[src/rtl/button_debounce_pulse_pkg.sv]
// Shared types and defaults for the push-button debouncer.
// State encoding, default timing constants and counter sizing helper.
package btn_pkg;

  typedef enum logic [1:0] {
    IDLE        = 2'd0,
    PRESS_CHK   = 2'd1,
    HELD        = 2'd2,
    RELEASE_CHK = 2'd3
  } state_t;

  localparam int unsigned DEF_SYNC_STAGES     = 2;
  localparam int unsigned DEF_DEBOUNCE_CYCLES = 1000000;
  localparam int unsigned DEF_REPEAT_DELAY    = 50000000;
  localparam int unsigned DEF_REPEAT_PERIOD   = 10000000;

  // Bits needed to hold values 0..n_max, never less than one.
  function automatic int unsigned cnt_width(input int unsigned n_max);
    int unsigned w;
    w = $clog2(n_max + 1);
    return (w < 1) ? 1 : w;
  endfunction

endpackage

[src/rtl/button_debounce_pulse_sync_chain.sv]
// Multi-flop synchroniser for a single asynchronous bit; q is the last stage.
module sync_chain #(
  parameter int unsigned STAGES = 2
) (
  input  logic clk,
  input  logic rst,
  input  logic d,
  output logic q
);

  logic [STAGES-1:0] r_sync;

  always_ff @(posedge clk or posedge rst) begin
    if (rst) r_sync <= '0;
    else     r_sync <= {r_sync[STAGES-2:0], d};
  end

  assign q = r_sync[STAGES-1];

endmodule

[src/rtl/button_debounce_pulse.sv]
// Push-button conditioner: synchronise, debounce, emit level plus press/release pulses.
// Optional auto-repeat of btn_pulse while held is enabled by defining BTN_REPEAT_EN.
module button_debounce_pulse
  import btn_pkg::*;
#(
  parameter int unsigned SYNC_STAGES     = DEF_SYNC_STAGES,
  parameter int unsigned DEBOUNCE_CYCLES = DEF_DEBOUNCE_CYCLES,
  parameter int unsigned REPEAT_DELAY    = DEF_REPEAT_DELAY,
  parameter int unsigned REPEAT_PERIOD   = DEF_REPEAT_PERIOD
) (
  input  logic clk,
  input  logic rst,
  input  logic btn_in,
  output logic btn_level,
  output logic btn_pulse,
  output logic btn_release
);

  localparam int unsigned CW = cnt_width(DEBOUNCE_CYCLES);
  localparam logic [CW-1:0] CNT_LAST = CW'(DEBOUNCE_CYCLES - 1);

  state_t          r_state, w_state_nx;
  logic [CW-1:0]   r_cnt, w_cnt_nx;
  logic            r_level, w_level_nx;
  logic            r_pulse, w_pulse_nx;
  logic            r_release, w_release_nx;
  logic            w_s;

`ifdef BTN_REPEAT_EN
  localparam int unsigned RMAX = (REPEAT_DELAY > REPEAT_PERIOD) ? REPEAT_DELAY : REPEAT_PERIOD;
  localparam int unsigned RW   = cnt_width(RMAX);
  localparam logic [RW-1:0] RPT_DELAY_LAST  = RW'(REPEAT_DELAY - 1);
  localparam logic [RW-1:0] RPT_PERIOD_LAST = RW'(REPEAT_PERIOD - 1);

  logic [RW-1:0] r_rpt, w_rpt_nx;
  logic          r_rpt_run, w_rpt_run_nx;
`endif

  sync_chain #(.STAGES(SYNC_STAGES)) u_sync (
    .clk (clk),
    .rst (rst),
    .d   (btn_in),
    .q   (w_s)
  );

  always_ff @(posedge clk or posedge rst) begin
    if (rst) begin
      r_state   <= IDLE;
      r_cnt     <= '0;
      r_level   <= 1'b0;
      r_pulse   <= 1'b0;
      r_release <= 1'b0;
`ifdef BTN_REPEAT_EN
      r_rpt     <= '0;
      r_rpt_run <= 1'b0;
`endif
    end else begin
      r_state   <= w_state_nx;
      r_cnt     <= w_cnt_nx;
      r_level   <= w_level_nx;
      r_pulse   <= w_pulse_nx;
      r_release <= w_release_nx;
`ifdef BTN_REPEAT_EN
      r_rpt     <= w_rpt_nx;
      r_rpt_run <= w_rpt_run_nx;
`endif
    end
  end

  always_comb begin
    w_state_nx   = r_state;
    w_cnt_nx     = r_cnt;
    w_level_nx   = r_level;
    w_pulse_nx   = 1'b0;
    w_release_nx = 1'b0;
`ifdef BTN_REPEAT_EN
    w_rpt_nx     = r_rpt;
    w_rpt_run_nx = r_rpt_run;
`endif
    case (r_state)
      IDLE: begin
        if (w_s) begin
          w_state_nx = PRESS_CHK;
          w_cnt_nx   = '0;
        end
      end
      PRESS_CHK: begin
        if (!w_s) begin
          w_state_nx = IDLE;
          w_cnt_nx   = '0;
        end else if (r_cnt == CNT_LAST) begin
          w_state_nx = HELD;
          w_cnt_nx   = '0;
          w_level_nx = 1'b1;
          w_pulse_nx = 1'b1;
`ifdef BTN_REPEAT_EN
          w_rpt_nx     = '0;
          w_rpt_run_nx = 1'b0;
`endif
        end else begin
          w_cnt_nx = r_cnt + 1'b1;
        end
      end
      HELD: begin
        if (!w_s) begin
          w_state_nx = RELEASE_CHK;
          w_cnt_nx   = '0;
        end else begin
`ifdef BTN_REPEAT_EN
          // r_rpt_run marks that the initial delay has elapsed; afterwards the period applies.
          if (r_rpt == (r_rpt_run ? RPT_PERIOD_LAST : RPT_DELAY_LAST)) begin
            w_pulse_nx   = 1'b1;
            w_rpt_nx     = '0;
            w_rpt_run_nx = 1'b1;
          end else begin
            w_rpt_nx = r_rpt + 1'b1;
          end
`endif
        end
      end
      RELEASE_CHK: begin
        if (w_s) begin
          w_state_nx = HELD;
          w_cnt_nx   = '0;
        end else if (r_cnt == CNT_LAST) begin
          w_state_nx   = IDLE;
          w_cnt_nx     = '0;
          w_level_nx   = 1'b0;
          w_release_nx = 1'b1;
        end else begin
          w_cnt_nx = r_cnt + 1'b1;
        end
      end
      default: begin
        w_state_nx = IDLE;
        w_cnt_nx   = '0;
      end
    endcase
  end

  assign btn_level   = r_level;
  assign btn_pulse   = r_pulse;
  assign btn_release = r_release;

endmodule

[config.mk]
export PLATFORM = sky130hd
export DESIGN_NAME = button_debounce_pulse
export DESIGN_NICKNAME = d
export VERILOG_FILES = /design/src/rtl/button_debounce_pulse_pkg.sv /design/src/rtl/button_debounce_pulse_sync_chain.sv /design/src/rtl/button_debounce_pulse.sv
export SDC_FILE = /design/constraint.sdc
export NUM_CORES = 1
export LEC_CHECK = 0
export BUFFER_PORTS_ARGS = -buffer_cell sky130_fd_sc_hd__buf_4
export CORE_UTILIZATION = 40
export CTS_CLUSTER_DIAMETER = 150
export DETAILED_ROUTE_END_ITERATION = 6
export PLACE_DENSITY = 0.66
export SLEW_MARGIN = 20
export SYNTH_ARGS = -nofsm -noshare
export SYNTH_HDL_FRONTEND = slang
export SYNTH_SLANG_ARGS = --single-unit
[constraint.sdc]
create_clock -name clk -period 2.13 [get_ports clk]
set_clock_uncertainty 0.15 [all_clocks]
set_input_delay 0.1065 -clock clk [delete_from_list [all_inputs] [get_ports clk]]
set_output_delay 0.1065 -clock clk [all_outputs]
set_load 0.01 [all_outputs]
==> Flow_metrics.wiki <==
{| class="wikitable"
! Metric !! Value
|-
| Power share of the clock group || 19.5%
|-
| Area growth from synthesis to final layout || 20.7%
|-
| Placement Cell Area || 1650 sq um
|-
| Largest area contributor in the synthesized netlist || dfrtp_1
|-
| Async set-reset flop share out of synthesis || 100%
|-
| GP Congestion || 0.834
|-
| Max rail drop VDD || 0.530 mV
|-
| Initial standard-cell utilization of the core || 43.0%
|-
| Number of endpoints failing setup at the final stage || 7
|-
| Number of routed nets with antenna violations || 0
|-
| Outcome || finished, violations left
|-
| Cell types occupying the most area after synthesis || dfrtp_1 (46%), nand4_1 (3.8%), nand3_1 (3.7%)
|-
| Combined flip-flop and latch cell area || 678 sq um
|-
| Count of different cell masters after synthesis || 40
|-
| Wire length per cell after detailed routing || 14.7 um
|-
| Startpoint type of the worst setup path || flop
|-
| Deepest level of the CTS H-tree || 1
|-
| Required time worst endpoint || 2.14 ns
|-
| Portion of the post-synthesis area used by sequential elements || 45.6%
|-
| Violation count after the first detailed-routing iteration || 89
|-
| Count of pins over their slew limit || 0
|-
| Post-synthesis average cell area || 9.50 sq um
|-
| Detailed placer's ending HPWL || 2290 um
|-
| Synthesized instance count || 156
|-
| Pwr Density || 818 nW/um^2
|-
| Post-layout instance area || 1790 sq um
|-
| IO buf count || 5
|-
| Skew-Pair Late Insertion Delay || 0.27 ns
|-
| Final worst slack || -0.0219 ns
|-
| Hold violation count in the final report || 0
|-
| Wire length of the first global-routing pass || 5600 um
|-
| Number of synthesized flops with an enable pin || 0
|-
| Via count of the first global-routing pass || 1300
|-
| Total CTS buffers || 3
|-
| Number of antenna violations at the first check in global routing || 0
|-
| Worst-path clk slew || 0.09 ns
|-
| Detailed-routed wire length on met3 || 122 um
|-
| I/O pin count || 6
|-
| Highest Signal Layer || met4
|-
| Number of max-capacitance violations reported || 0
|-
| CTS tree || built
|-
| Violations in the final reports || setup timing
|-
| Fraction of synthesized cell area taken by the top area cell type || 45.6%
|-
| Filler cells || 318
|-
| Combinational power share || 39.1%
|-
| Critical path data arrival time || 2.17 ns
|-
| Yosys reg bits || 27
|-
| Via count || 1287
|-
| Largest net degree at the start of global routing || 28
|-
| Nets in the synthesized netlist || 160
|-
| Part of the power in registers || 41.4%
|-
| Width of the die || 62.9 um
|-
| Overall die height || 62.9 um
|-
| Net load switching power || 0.000549 W
|-
| Sw Ratio || 37.5%
|-
| Met1 Wirelength || 1620 um
|-
| Clk root buf || clkbuf_8
|-
| Upper clock frequency limit || 465 MHz
|-
| Syn Std Cell Area || 1480 sq um
|-
| Setup repair after global routing missed its margin || yes
|-
| Internal power summed over all cells || 0.000915 W
|-
| Endpoint class of the critical path || flop
|-
| Type of the worst setup path || flop to flop
|-
| Yosys Warn Count || 0
|-
| Wire length on met2 || 1580 um
|-
| Period utilisation layout || 101%
|-
| Post-layout utilization of the core || 51.9%
|-
| Core box area || 3440 sq um
|-
| Post-layout total power || 0.00146 W
|-
| Count of TritonRoute iterations in the first routing pass || 4
|-
| Final critical path time including I/O delays and setup || 2.15 ns
|-
| Leakage || 0.796 nW
|-
| Worst Tran Pin Value || 0.348 ns
|-
| Total grt overflow || 0
|-
| Slew headroom || 76.8%
|-
| Worst min-delay path class || flop to flop
|-
| Sink Count || 27
|-
| Max Root-Sink Buffers || 2
|-
| Post-DR vias/cell || 5.62
|-
| Antenna diode count || 0
|-
| Hold slack || 0.204 ns
|-
| Overall routing resource usage || 17.8%
|-
| Total length of routed wires || 3360 um
|-
| Residual DRC count || 0
|-
| Die area || 3950 sq um
|-
| Layout net count || 188
|-
| Multi-input gate area || 766 sq um
|-
| Flip-flop cell with the highest count after synthesis || dfrtp_1
|-
| Row count || 21
|-
| Critical path fanouts, max || 8
|-
| Layout cells sized above 1 || 24.6%
|}
-- Yosys cell counts, types with 2 or more instances --
library cell	number
dfrtp_1	27
nand2_1	14
nand3_1	11
o21ai_0	10
a21oi_1	9
nand4_1	9
nor2_1	9
nor3_1	8
a21o_1	6
inv_1	6
a22o_1	4
and3_1	4
or3_1	3
and2_1	2
buf_6	2
mux2i_1	2
nor3b_1	2
nor4_1	2
o21ai_1	2
or3_2	2
or4_1	2
xnor2_1	2
-- path summary, 6_finish.rpt --
path                                                 start                         end  slack (ns)  cells past startpoint
worst max-delay path                 r_cnt[13]$_DFFE_PP0P_       r_cnt[18]$_DFFE_PP0P_       -0.02                      6
worst min-delay path            u_sync.r_sync[0]$_DFF_PP0_  u_sync.r_sync[1]$_DFF_PP0_        0.20                      0
worst max register to register       r_cnt[13]$_DFFE_PP0P_       r_cnt[18]$_DFFE_PP0P_       -0.02                      6
min in group asynchronous                              rst       btn_level$_DFFE_PP0P_        0.30                      4
worst min register to register  u_sync.r_sync[0]$_DFF_PP0_  u_sync.r_sync[1]$_DFF_PP0_        0.20                      0
max in group asynchronous                              rst        r_cnt[8]$_DFFE_PP0P_        1.25                      4
-- per-layer routing --
metal | GRT usage (%) | up-vias
met5 | 0 | -
met3 | 3.28 | 6
met1 | 23.7 | 628
li1 | - | 628
met4 | 4.36 | 0
met2 | 29.6 | 25
-- cell families after synthesis --
kind of cell / count (synthesis) / synth area share [%]
AO/OA/AOI/OAI: 36 / 15.8
XOR/XNOR: 3 / 1.77
adder cells (fa/ha/maj): 1 / 0.844
buffers and inverters: 12 / 5.74
flip-flops: 27 / 45.6
multiplexers: 2 / 1.35
AND/OR/NAND/NOR: 75 / 28.9
-- layout make-up --
class	instances	area share (%)
multi-input combinational	118	42.8
timing repair buffer	28	12.2
clock buffer	4	2.52
tap	46	3.22
sequential	27	37.9
inverter	6	1.26
-- critical path, cell delays in order (launching register included) --
cell,delay (ns)
dfrtp_1,0.39
or4b_4,0.56
nor4b_4,0.29
buf_4,0.19
a21o_4,0.20
o21ai_2,0.06
a22o_1,0.21
-- through the flow --
stage | TNS (ns) | instances | worst slack, ns
5_1_grt | -0.462 | 229 | -0.0647
4_1_cts | -0.0105 | 225 | -0.00842
6_report | -0.0940 | 229 | -0.0219
3_3_place_gp | 0 | 219 | 0.0356
2_1_floorplan | 0 | 156 | 0.0476
3_5_place_dp | -0.000407 | 219 | -0.000407
-- timing repair --
item | in CTS | in global routing
hold endpoints to repair | 28 | 0
pin swaps | 1 | 11
cloned | 0 | 1
gates resized for setup | 0 | 16
hold buffers | 2 | 0
setup buffers | 0 | 3
setup endpoints to repair | 2 | 9
-- registers in the layout (all words and copies together), names as in the netlist, named ones only --
| name | cells |
|---|---|
| btn_level | 1 |
| btn_pulse | 1 |
| btn_release | 1 |
| r_cnt | 20 |
| r_state | 1 |
| u_sync.r_sync | 2 |
-- power groups by stage --
stage / Combinational [W] / Sequential, W / Clock (W)
6_report: 0.000572 / 0.000606 / 0.000286
5_1_grt: 0.000622 / 0.000616 / 0.000306
4_1_cts: 0.000486 / 0.000603 / 0.000294
3_5_place_dp: 0.000481 / 0.000613 / 0
3_3_place_gp: 0.000467 / 0.000610 / 0
2_1_floorplan: 0.000397 / 0.000589 / 0
-- layout by cell type, fill, tap and decap left out, types with 4 or more instances in the layout --
cell / instances
buf_4: 25
o21ai_0: 5
a22o_1: 4
nand4_1: 9
a21oi_1: 8
nand2_1: 14
and3_1: 4
nor2_1: 8
nand3_1: 11
o21ai_1: 5
inv_1: 6
nor3_1: 7
dfrtp_1: 25
a21o_1: 6
(Power assumes the default switching activity.)
